===== config.mk =====
export PLATFORM = sky130hd
export DESIGN_NAME = alu_ctrl_seq
export DESIGN_NICKNAME = d
export VERILOG_FILES = /design/src/rtl/alu_ctrl_pkg.sv /design/src/rtl/alu_ctrl_dec.sv /design/src/rtl/alu_ctrl_seq.sv
export SDC_FILE = /design/constraint.sdc
export NUM_CORES = 1
export LEC_CHECK = 0
export CORE_MARGIN = 2
export CORE_UTILIZATION = 43
export CTS_CLUSTER_SIZE = 14
export DETAILED_ROUTE_END_ITERATION = 10
export PLACE_DENSITY = 0.75
export SLEW_MARGIN = 25
export SYNTH_ARGS = -nofsm -noshare
export SYNTH_HDL_FRONTEND = slang
export SYNTH_HIERARCHICAL = 1
export SYNTH_SLANG_ARGS = --single-unit

===== constraint.sdc =====
create_clock -name clk -period 3.75 [get_ports clk]
set_clock_uncertainty 0.2 [all_clocks]
set_input_delay 0.75 -clock clk [delete_from_list [all_inputs] [get_ports clk]]
set_output_delay 0.75 -clock clk [all_outputs]
set_load 0.005 [all_outputs]

===== src/rtl/alu_ctrl_pkg.sv =====
// Shared constants for the ALU control decoder and srl sequencer:
// op codes, sequencer states and funct bit positions.
package alu_ctrl_pkg;

    localparam int CODE_W = 4;

    localparam logic [CODE_W-1:0] OP_AND    = 4'b0000;
    localparam logic [CODE_W-1:0] OP_OR     = 4'b0001;
    localparam logic [CODE_W-1:0] OP_ADD    = 4'b0010;
    localparam logic [CODE_W-1:0] OP_SRL1   = 4'b0011;
    localparam logic [CODE_W-1:0] OP_PASS_A = 4'b0100;
    localparam logic [CODE_W-1:0] OP_SRL4   = 4'b0101;
    localparam logic [CODE_W-1:0] OP_SUB    = 4'b0110;
    localparam logic [CODE_W-1:0] OP_SLT    = 4'b0111;

    localparam int F0 = 0;
    localparam int F1 = 1;
    localparam int F2 = 2;
    localparam int F3 = 3;

    typedef enum logic {IDLE = 1'b0, SHIFT = 1'b1} state_e;

endpackage


===== src/rtl/alu_ctrl_dec.sv =====
// Combinational aluop/funct decode to an ALU op code; flags the R-type srl
// so the sequencer can take over multi-step shifts.
module alu_ctrl_dec
    import alu_ctrl_pkg::*;
#(
    parameter int FUNCT_W = 6
) (
    input  logic [3:0]         aluop,
    input  logic [FUNCT_W-1:0] funct,
    output logic [CODE_W-1:0]  code,
    output logic               is_srl
);

    logic f0, f1, f2, f3;
    logic unused_funct;

    assign f0 = funct[F0];
    assign f1 = funct[F1];
    assign f2 = funct[F2];
    assign f3 = funct[F3];
    // Only the low nibble of funct participates in the decode.
    assign unused_funct = ^funct[FUNCT_W-1:4];

    always_comb begin
        code   = OP_ADD;
        is_srl = 1'b0;
        if (aluop[3]) begin
            code = OP_OR;
        end else if (aluop[2]) begin
            code = OP_ADD;
        end else if (aluop[1]) begin
            if (f1 && f0) begin
                code   = OP_SRL1;
                is_srl = 1'b1;
            end else if (f2 && !f0) begin
                code = OP_AND;
            end else if (f2 && f0) begin
                code = OP_OR;
            end else if (f1 && !f3) begin
                code = OP_SUB;
            end else if (f1 && f3) begin
                code = OP_SLT;
            end else begin
                code = OP_ADD;
            end
        end else if (aluop[0]) begin
            code = OP_SUB;
        end
    end

endmodule


===== src/rtl/alu_ctrl_seq.sv =====
// ALU control decoder with an srl sequencer that splits variable shifts into
// single-step ALU passes. Define ALUCTL_FASTSHIFT_EN to also use 4-bit steps.
module alu_ctrl_seq
    import alu_ctrl_pkg::*;
#(
    parameter int CTRL_W  = 4,
    parameter int SHAMT_W = 5,
    parameter int FUNCT_W = 6
) (
    input  logic               clk,
    input  logic               rst_n,
    input  logic               req,
    input  logic [3:0]         aluop,
    input  logic [FUNCT_W-1:0] funct,
    input  logic [SHAMT_W-1:0] shamt,
    output logic [CTRL_W-1:0]  gout,
    output logic               fb_sel,
    output logic               stall,
    output logic               done
);

    logic [CODE_W-1:0]  dec_code, code, sh_code;
    logic               is_srl;
    state_e             state, state_n;
    logic [SHAMT_W-1:0] rem, rem_n, amt, step, left;
    logic               fb, stl, dn;

    alu_ctrl_dec #(.FUNCT_W(FUNCT_W)) u_dec (
        .aluop  (aluop),
        .funct  (funct),
        .code   (dec_code),
        .is_srl (is_srl)
    );

    always_ff @(posedge clk or negedge rst_n) begin
        if (!rst_n) begin
            state <= IDLE;
            rem   <= '0;
        end else begin
            state <= state_n;
            rem   <= rem_n;
        end
    end

    // Step size depends only on the amount still to shift, never on stall.
    always_comb begin
        amt = (state == SHIFT) ? rem : shamt;
`ifdef ALUCTL_FASTSHIFT_EN
        if (amt >= SHAMT_W'(4)) begin
            step    = SHAMT_W'(4);
            sh_code = OP_SRL4;
        end else begin
            step    = SHAMT_W'(1);
            sh_code = OP_SRL1;
        end
`else
        step    = SHAMT_W'(1);
        sh_code = OP_SRL1;
`endif
        left = amt - step;
    end

    always_comb begin
        state_n = state;
        rem_n   = rem;
        code    = dec_code;
        fb      = 1'b0;
        stl     = 1'b0;
        dn      = 1'b0;
        case (state)
            IDLE: begin
                dn = req;
                if (is_srl) begin
                    if (shamt == '0) begin
                        code = OP_PASS_A;
                    end else begin
                        code = sh_code;
                        if (req && left != '0) begin
                            stl     = 1'b1;
                            dn      = 1'b0;
                            rem_n   = left;
                            state_n = SHIFT;
                        end
                    end
                end
            end
            SHIFT: begin
                code  = sh_code;
                fb    = 1'b1;
                rem_n = left;
                if (left != '0) begin
                    stl = 1'b1;
                end else begin
                    dn      = 1'b1;
                    state_n = IDLE;
                end
            end
            default: state_n = IDLE;
        endcase
    end

    // Outputs are held at a safe ADD/no-stall value for as long as reset is low.
    always_comb begin
        gout   = CTRL_W'(OP_ADD);
        fb_sel = 1'b0;
        stall  = 1'b0;
        done   = 1'b0;
        if (rst_n) begin
            gout   = CTRL_W'(code);
            fb_sel = fb;
            stall  = stl;
            done   = dn;
        end
    end

endmodule

==> run metrics <==
outcome complete, no violations; DRC viols 0; Synth cell types 38; clock root buffer clkbuf_4; Max clock buf depth 2; largest net degree at the start of global routing 21; final RePlAce weighted congestion 0.8053; Lkg Pwr 0.4583 nW; pwr/cell area 499.0 nW/um^2; Core Area 1506 um^2; final hold vios 0; final non-filler cell area 1051 um^2; Detailed Routing Iterations Pass 1 4; Initial Utilization 45.93%; post-DP HPWL 1.434 mm; drt initial violations 15; fin crit period 3620 ps; Worst Setup SP aluop[1]; Worst R2R Path Depth 11; Reg2Reg Setup Slack 1110 ps; RR Startpoint state; Setup TNS Final 0 ps; Final nets 142; die width 44.12 um; clock sink total 6; via count 767; Synth-to-Final Area Change 51.90%; Synth Flop Type dfrtp_1; Num CTS Buffers 3; Skew-Pair Late Insertion Delay 250 ps; CTS H-Tree Depth 1; RSZ-0062 raised after global routing false; syn nets 104; first-pass GRT wire length 2.898 mm; Die Area 1946 um^2; Remaining Overflow, GRT 0; port buffer count 21; cells after synthesis 84; Final Cycle Share 96.54%; antenna cells 0; Worst setup EP type output pin; worst vdd ir 0.0002774 V; CP startpoint kind input pin; CTS Hold Buffers Added 0; placed cell area 1001 um^2; wl on met1 725 um; Yosys Warn Count 6; met2 WL 963 um; uppermost layer routed met4; synthesis-stage register bit count 6; Fmax 276.2 MHz; commonest non-fill, non-tap cells in the layout clkdlybuf4s50_1 (18), buf_4 (16), mux2i_1 (6), nor3_1 (6), dfrtp_1 (6); chip height 44.12 um; crit-path max FO 4; commonest non-fill, non-tap cell in the layout clkdlybuf4s50_1; Post-synth ARST share 100.0%; Routed Wire Length 1.801 mm; clock slew at reported path FFs 40 ps; EDFF count, synth 0; drt via density 5.640; CTS tree done; Critical Path End gout[0]; sequential share of the synthesized area 21.70%; vias in the first global route 739; Max Cap Viol 0; Final Slew Violations 0; CP Data Required Time 2800 ps; worst reg2reg endpoint rem[0]; Synth Cell Area 691.9 um^2; Final ANT Viol Nets 0; layout cells sized above 1 23.33%; WL/cell 13.24 um; met3 WL 76 um; # setup viols final 0; GRT Total Usage 20.32%; Mean Syn Cell Area 8.237 um^2; FP Rows 14; Critical Path AT 2670 ps; Ports 25; WS Path Type input pin to output pin; initial antenna violation count 0; Min-Delay Path Class flip-flop to flip-flop
-- flip-flops by register name, summed over array words and instances (netlist names) --
register	count
rem	5
state	1
-- layout make-up --
cell class / count / area (um^2)
sequential: 6 / 150.1
inverter: 4 / 15.01
multi-input combinational: 70 / 513.0
tap: 16 / 20.02
fill: 130 / 455.4
timing repair buffer: 37 / 330.3
clock buffer: 3 / 22.52
-- where the power goes --
group / internal [mW] / switching [mW]
clock network: 0.0363 / 0.0245
logic: 0.184 / 0.144
registers: 0.0958 / 0.0401
total: 0.316 / 0.208
-- synthesized netlist by cell type (2+ instances only) --
cell type  n  area (um^2)
dfrtp_1    6        150.1
mux2i_1    6        60.06
nor3_1     6        30.03
nand2_1    5        18.77
nor2_1     5        18.77
a21oi_1    4        20.02
inv_1      4        15.01
nand3_1    4        20.02
a31oi_1    3        18.77
and2_1     3        18.77
nand2b_1   3        18.77
o21ai_1    3        15.01
clkbuf_1   2        7.510
ha_1       2        25.02
nor3b_1    2        15.01
o21ai_0    2        10.01
xnor2_1    2        17.52
xor2_1     2        17.52
-- worst max-delay path, stage by stage --
cell             delay (ps)
clkdlybuf4s50_1         500
nor2b_4                 180
nor3b_2                 300
a21oi_1                 150
buf_4                   160
a21boi_1                120
clkdlybuf4s50_1         510
-- cells by family after synthesis --
family	share of synthesized area [%]
simple gates	32.73
compound gates	21.70
buf+inv	5.968
mux	8.680
flops	21.70
xor+xnor	5.064
fa+ha+maj	3.616
other cells	0.5420
-- worst min-delay path by stage --
stage	slack, ps	depth (start not counted)	from	endpoint
2_1_floorplan	250	0	rst_n	rem[0]
3_5_place_dp	330	1	rem[0]	rem[0]
4_1_cts	340	1	rem[0]	rem[0]
3_3_place_gp	320	1	rem[0]	rem[0]
6_report	330	1	rem[0]	rem[0]
5_1_grt	360	1	rem[0]	rem[0]
-- stage by stage --
stage	util, %	hold slack [ps]	total power [mW]	instances	setup WS (ps)
after floorplan	-	254.4	0.3214	84	726.8
after global placement	66.45	319.0	0.4237	131	-180.2
after detailed placement	66.45	329.7	0.4387	131	-240.9
after CTS	69.10	335.8	0.5157	135	87.59
after global routing	69.77	359.9	0.5654	136	43.71
final	69.77	333.5	0.5245	136	129.9
-- metal layers --
| layer | track usage [%] | up-vias |
|---|---|---|
| li1 | - | 376 |
| met1 | 21.72 | 359 |
| met2 | 39.12 | 27 |
| met3 | 2.449 | 5 |
| met4 | 9.091 | 0 |
| met5 | 0 | - |
-- repair_timing --
item                                    in CTS  in global routing
pin swaps                                    4                  2
setup buffers                                1                  1
resized for setup                            6                  1
endpoints found under the setup margin       2                  1
Note: power is estimated with default switching activity, not from simulation.
